**src/rtl/sram_arbiter.sv**
```systemverilog
`default_nettype none
// ============================================================================
//  Module      : sram_arbiter
//  Description : Two-requester round-robin arbiter in front of a single SRAM
//                controller. Issues one command pulse per access, tracks the
//                controller's busy/idle handshake, and aborts with err on a
//                wait timeout.
//  Revision    : 1.0 - initial release
// ============================================================================
module sram_arbiter #(
  parameter int unsigned TIMEOUT_CYC = 64,
  parameter logic [1:0]  CTL_IDLE    = 2'b00
) (
  input  logic       clk,
  input  logic       rst,
  input  logic       a_req,
  input  logic       a_we,
  input  logic [3:0] a_addr,
  input  logic [3:0] a_wdata,
  input  logic       b_req,
  input  logic       b_we,
  input  logic [3:0] b_addr,
  input  logic [3:0] b_wdata,
  output logic       a_gnt,
  output logic       b_gnt,
  output logic       a_done,
  output logic       b_done,
  output logic [3:0] rdata,
  output logic       err,
  output logic       ctl_write,
  output logic       ctl_read,
  output logic [3:0] ctl_addr,
  output logic [3:0] ctl_data,
  input  logic [3:0] ctl_rdata,
  input  logic [1:0] ctl_state
);

  localparam logic [2:0] c_IDLE      = 3'd0;
  localparam logic [2:0] c_ISSUE     = 3'd1;
  localparam logic [2:0] c_WAIT_BUSY = 3'd2;
  localparam logic [2:0] c_WAIT_IDLE = 3'd3;
  localparam logic [2:0] c_DONE      = 3'd4;

  // Last counter value tolerated in a wait state before the access is aborted.
  localparam logic [15:0] c_CNT_LAST = 16'(TIMEOUT_CYC - 1);

  logic [2:0]  r_state;
  logic [2:0]  w_state_nxt;

  logic        r_prio_b;     // 1: B wins a tie next time, 0: A wins
  logic        r_a_gnt;
  logic        r_b_gnt;
  logic        r_we;         // latched operation of the current access
  logic [3:0]  r_addr;
  logic [3:0]  r_data;
  logic [3:0]  r_rdata;
  logic        r_a_done;
  logic        r_b_done;
  logic        r_err;
  logic        r_ctl_write;
  logic        r_ctl_read;
  logic [15:0] r_cnt;

  logic        w_any_req;
  logic        w_pick_b;
  logic        w_pick_we;
  logic        w_ctl_busy;
  logic        w_cnt_expired;
  logic        w_abort;
  logic        w_enter_done;
  logic        w_enter_wait;
  logic        w_in_wait;
  logic        w_select;

  assign w_any_req     = a_req | b_req;
  assign w_ctl_busy    = (ctl_state != CTL_IDLE);
  assign w_cnt_expired = (r_cnt == c_CNT_LAST);
  assign w_in_wait     = (r_state == c_WAIT_BUSY) || (r_state == c_WAIT_IDLE);
  assign w_select      = (r_state == c_IDLE) && w_any_req;
  assign w_pick_we     = w_pick_b ? b_we : a_we;

  // Winner selection: a lone requester always wins, a tie goes to the pointer.
  always_comb begin
    w_pick_b = 1'b0;
    if (a_req && b_req) begin
      w_pick_b = r_prio_b;
    end else begin
      w_pick_b = b_req;
    end
  end

  // Next-state decode; a controller response takes precedence over a timeout.
  always_comb begin
    w_state_nxt = r_state;
    case (r_state)
      c_IDLE: begin
        if (w_any_req) begin
          w_state_nxt = c_ISSUE;
        end
      end
      c_ISSUE: begin
        w_state_nxt = c_WAIT_BUSY;
      end
      c_WAIT_BUSY: begin
        if (w_ctl_busy) begin
          w_state_nxt = c_WAIT_IDLE;
        end else if (w_cnt_expired) begin
          w_state_nxt = c_DONE;
        end
      end
      c_WAIT_IDLE: begin
        if (!w_ctl_busy || w_cnt_expired) begin
          w_state_nxt = c_DONE;
        end
      end
      c_DONE: begin
        w_state_nxt = c_IDLE;
      end
      default: begin
        w_state_nxt = c_IDLE;
      end
    endcase
  end

  // An abort is a DONE entry caused by the counter rather than the controller.
  assign w_abort = w_cnt_expired &&
                   (((r_state == c_WAIT_BUSY) && !w_ctl_busy) ||
                    ((r_state == c_WAIT_IDLE) &&  w_ctl_busy));

  assign w_enter_done = (r_state != c_DONE) && (w_state_nxt == c_DONE);
  assign w_enter_wait = (w_state_nxt != r_state) &&
                        ((w_state_nxt == c_WAIT_BUSY) || (w_state_nxt == c_WAIT_IDLE));

  // State register.
  always_ff @(posedge clk or posedge rst) begin
    if (rst) begin
      r_state <= c_IDLE;
    end else begin
      r_state <= w_state_nxt;
    end
  end

  // Grant ownership and round-robin pointer; the pointer moves only when an access finishes.
  always_ff @(posedge clk or posedge rst) begin
    if (rst) begin
      r_a_gnt  <= 1'b0;
      r_b_gnt  <= 1'b0;
      r_prio_b <= 1'b0;
    end else if (w_select) begin
      r_a_gnt <= !w_pick_b;
      r_b_gnt <=  w_pick_b;
    end else if (r_state == c_DONE) begin
      r_a_gnt  <= 1'b0;
      r_b_gnt  <= 1'b0;
      r_prio_b <= r_a_gnt;
    end
  end

  // Access operands are captured once at selection and frozen for the whole access.
  always_ff @(posedge clk or posedge rst) begin
    if (rst) begin
      r_we   <= 1'b0;
      r_addr <= 4'h0;
      r_data <= 4'h0;
    end else if (w_select) begin
      r_we   <= w_pick_we;
      r_addr <= w_pick_b ? b_addr  : a_addr;
      r_data <= w_pick_b ? b_wdata : a_wdata;
    end
  end

  // Single-cycle command pulses, asserted for the ISSUE cycle only.
  always_ff @(posedge clk or posedge rst) begin
    if (rst) begin
      r_ctl_write <= 1'b0;
      r_ctl_read  <= 1'b0;
    end else begin
      r_ctl_write <= w_select &&  w_pick_we;
      r_ctl_read  <= w_select && !w_pick_we;
    end
  end

  // Completion strobes and error flag, high only during the DONE cycle.
  always_ff @(posedge clk or posedge rst) begin
    if (rst) begin
      r_a_done <= 1'b0;
      r_b_done <= 1'b0;
      r_err    <= 1'b0;
    end else begin
      r_a_done <= w_enter_done && r_a_gnt;
      r_b_done <= w_enter_done && r_b_gnt;
      r_err    <= w_enter_done && w_abort;
    end
  end

  // Wait-state timeout counter: cleared when a wait state is entered, counts while waiting.
  always_ff @(posedge clk or posedge rst) begin
    if (rst) begin
      r_cnt <= 16'h0000;
    end else if (w_enter_wait) begin
      r_cnt <= 16'h0000;
    end else if (w_in_wait && (w_state_nxt == r_state)) begin
      r_cnt <= r_cnt + 16'd1;
    end
  end

  // Read data is captured only on a normal read completion; writes and aborts keep it.
  always_ff @(posedge clk or posedge rst) begin
    if (rst) begin
      r_rdata <= 4'h0;
    end else if ((r_state == c_WAIT_IDLE) && !w_ctl_busy && !r_we) begin
      r_rdata <= ctl_rdata;
    end
  end

  assign a_gnt     = r_a_gnt;
  assign b_gnt     = r_b_gnt;
  assign a_done    = r_a_done;
  assign b_done    = r_b_done;
  assign err       = r_err;
  assign rdata     = r_rdata;
  assign ctl_write = r_ctl_write;
  assign ctl_read  = r_ctl_read;
  assign ctl_addr  = r_addr;
  assign ctl_data  = r_data;

endmodule
`default_nettype wire

```
**config.mk**
```make
export PLATFORM = sky130hd
export DESIGN_NAME = sram_arbiter
export DESIGN_NICKNAME = d
export VERILOG_FILES = /design/src/rtl/sram_arbiter.sv
export SDC_FILE = /design/constraint.sdc
export NUM_CORES = 1
export LEC_CHECK = 0
export CAP_MARGIN = 0
export CORE_MARGIN = 5
export CORE_UTILIZATION = 25
export DETAILED_ROUTE_END_ITERATION = 10
export GPL_TIMING_DRIVEN = 0
export PLACE_DENSITY = 0.57
export SYNTH_ARGS = -nofsm -noshare
export SYNTH_HDL_FRONTEND = slang
export SYNTH_SLANG_ARGS = --single-unit
```
**constraint.sdc**
```tcl
create_clock -name clk -period 4.2 [get_ports clk]
set_input_delay 0.63 -clock clk [delete_from_list [all_inputs] [get_ports clk]]
set_output_delay 0.63 -clock clk [all_outputs]
set_load 0.02 [all_outputs]
```
==> impl_metrics.toml <==
[sta]
setup_slack_ns = 1.923
drv_slew = 0
rsz0062_at_grt = "no"
slew_headroom = 0.4277
worstMarginPinSlew_ns = 0.8572
hold_viol_final = 0
fin_crit_sh = 0.5422
clock_skew_ns = 0.009787
setup_violations = 0
setup_tns_ns = 0
max_clock_freq_ghz = 0.4391
fin_crit_ns = 2.277

[clock_tree]
insertion_delay_ns = 0.30
hold_buffers = 0
cts-buffers-inserted = 5
clk_path_buf_depth = 2
tritoncts = "yes"
cts_root_buf = "clkbuf_8"
clk_pin_slew_ns = 0.08
ctsResizeCount = 0
post_cts_buffers = 0
htreeDepth = 2
clock_sinks = 40

[synth]
ys_types = 44
synth_edf_count = 0
yosys-top-cells-count = "dfrtp_1 (40), nor2_1 (19), a21oi_1 (18)"
ys_ff_latch = 40
async_reset_ff_frac = 1.000
synth_area_um2 = 2012
avgSynthCellArea_um2 = 10.06
yosys-top-cells-area = "dfrtp_1 (50%), mux2i_1 (7.5%), a21oi_1 (4.5%)"
yosys.area.top_type_share = 0.4975
synth_most_common_cell = "dfrtp_1"
syn-instance-count = 200
synth_largest_area_cell = "dfrtp_1"
yosys_warnings = 0
synth_ff_type = "dfrtp_1"
synth_nets = 229
yosysSeqAreaShare = 0.4975

[flow_run]
max_cap_viol_count = 0

[place]
postPlaceCellArea_um2 = 2600
place_congestion = 0.7794
io_buffers = 46
dp_hpwl_mm = 3.614
dp_slack_ns = 1.678

[global_routing]
antenna_found_initial = 0
overflow = 0
met2_usage = 0.1775
grt_util_met3 = 0.03927
grt_pass1_wl_mm = 8.652
grt_use_total = 0.1081
grtUsageMet1 = 0.1305
grt_pass1_vias = 1820
grt.busiest_layer = "met2"
grt_max_degree = 41

[critical_path]
worstSetupEndpointType = "register"
startpoint_type = "register"
worst_path_largest_cell_delay_ns = 0.49
cp_cell_sequence = "ha_1, nor4bb_1, nand4_1, and4_1, a221o_1"
crit_path_end = "r_cnt[11]"
slowest_stage = "nand4_1"
path_buf_inv = 0
crit_arrival_ns = 2.46
r2r_start = "r_cnt[0]"
crit_start = "r_cnt[0]"
rrSetupSlack_ns = 1.92
required_ns = 4.38
r2r_cells = 5
critPathTopFamily = "simple AND/OR/NAND/NOR gates"
critPathKind = "reg2reg"
path_depth = 5
reg2reg_to = "r_cnt[11]"
path_max_fanout = 10

[detailed_routing]
drt_iter0_markers = 92
postRouteWirelength_mm = 5.083
wl_per_cell_um = 14.28
postRouteAntennaNets = 0
drc_errors = 0
vias_per_cell = 4.944
via_count = 1760
drtPass1Iterations = 4

[layout]
fin_util = 0.3504
fin_nets = 282
syn2layout_area_growth_pct = 35.26
drive_gt1_frac = 0.09843
antenna_cells = 0
finalInstanceArea_um2 = 2721

[floorplanning]
core-area_um2 = 7767
initial_core_util = 0.2590
rows = 32
die_w_um = 99.71
die_h_um = 99.71
boundaryPins = 47
die_area_um2 = 9942

[status]
status = "complete, no violations"

[power]
max-vdd-ir-drop_v = 0.0002640
p_leak_nw = 1.125
p_per_area_nw_per_um2 = 556.5

[hold_path]
hold_path.class = "reg2reg"
==> cells by family (layout without fill, tap and decap cells) <==
family / Yosys count / count (layout) / synth area share
adders and majority gates: 1 / 1 / 0.006218
muxes: 20 / 20 / 0.1026
DFF: 40 / 40 / 0.4975
buffers and inverters: 14 / 68 / 0.02798
AOI/OAI and AO/OA: 51 / 51 / 0.1636
and+or+nand+nor: 74 / 74 / 0.2021
==> worst reg2reg max path: cells and delay by family (launching register included) <==
kind | cells | cell delay, ns
adder cells (fa/ha/maj) | 1 | 0.24
AO/OA/AOI/OAI | 1 | 0.26
flip-flops | 1 | 0.39
AND/OR/NAND/NOR | 3 | 1.27
==> placed cells by master, fill, tap and decap left out, types with 2 or more instances in the layout <==
| cell | synthesis | layout |
|---|---|---|
| a21o_1 | 2 | 2 |
| a21oi_1 | 18 | 18 |
| and2_1 | 2 | 2 |
| and4_1 | 3 | 3 |
| buf_2 | 3 | 3 |
| clkbuf_1 | 4 | 4 |
| clkbuf_8 | 0 | 6 |
| clkdlybuf4s50_1 | 0 | 46 |
| dfrtp_1 | 40 | 40 |
| inv_1 | 6 | 5 |
| inv_2 | 1 | 2 |
| mux2_2 | 5 | 5 |
| mux2i_1 | 15 | 15 |
| nand2_1 | 14 | 14 |
| nand3_1 | 5 | 5 |
| nand4_1 | 5 | 5 |
| nor2_1 | 19 | 19 |
| nor3_1 | 3 | 3 |
| nor4_1 | 4 | 4 |
| nor4bb_1 | 2 | 2 |
| o211ai_1 | 2 | 2 |
| o21a_1 | 5 | 5 |
| o21ai_0 | 8 | 8 |
| o21ai_1 | 2 | 2 |
| o21bai_1 | 2 | 2 |
| o221ai_1 | 2 | 2 |
| o31ai_1 | 3 | 3 |
| or3_1 | 5 | 5 |
| or4_1 | 3 | 3 |
==> state kept, by name (all words and copies together), names as in the netlist <==
name / cells
a_done: 1
r_we: 1
r_prio_b: 1
ctl_write: 1
ctl_data: 4
err: 1
a_gnt: 1
rdata: 4
b_done: 1
r_cnt: 16
ctl_addr: 4
r_state: 3
b_gnt: 1
ctl_read: 1
==> layer usage <==
layer | routed length, um | vias to the layer above | part of all wire
met5 | 0 | - | 0
li1 | - | 845 | -
met2 | 2460 | 48 | 0.48
met4 | 68 | 0 | 0.013
met3 | 304 | 8 | 0.060
met1 | 2250 | 859 | 0.44
==> layout make-up <==
cell class                 count  area [um^2]
buffer                         7        30.03
clock buffer                   6        82.58
clock inverter                 2        38.79
fill                         832         5046
inverter                       7        26.28
multi-input combinational    146        954.7
sequential                    40         1001
tap                          102        127.6
timing repair buffer          46        460.4
==> how the worst min path moves through the flow <==
stage	startpoint	depth (start not counted)	endpoint	slack, ns
6_report	r_cnt[0]	1	r_cnt[0]	0.51
5_1_grt	r_cnt[0]	1	r_cnt[0]	0.53
4_1_cts	r_cnt[0]	1	r_cnt[0]	0.51
3_5_place_dp	r_cnt[0]	1	r_cnt[0]	0.49
3_3_place_gp	r_cnt[0]	1	r_cnt[0]	0.49
2_1_floorplan	r_cnt[0]	1	r_cnt[0]	0.46
==> stage by stage <==
stage                     std cells  hold slack, ns  total power [mW]
after global placement          348          0.4892             1.179
final                           356          0.5069             1.515
after global routing            356          0.5286             1.613
after floorplan                 200          0.4619            0.9228
after CTS                       356          0.5058             1.532
after detailed placement        348          0.4902             1.182
==> power by group <==
group,switching (mW),total [mW],internal [mW]
logic,0.336,0.614,0.278
clock network,0.148,0.342,0.194
registers,0.0703,0.558,0.488
No activity file was read; power rests on OpenSTA's default activity.
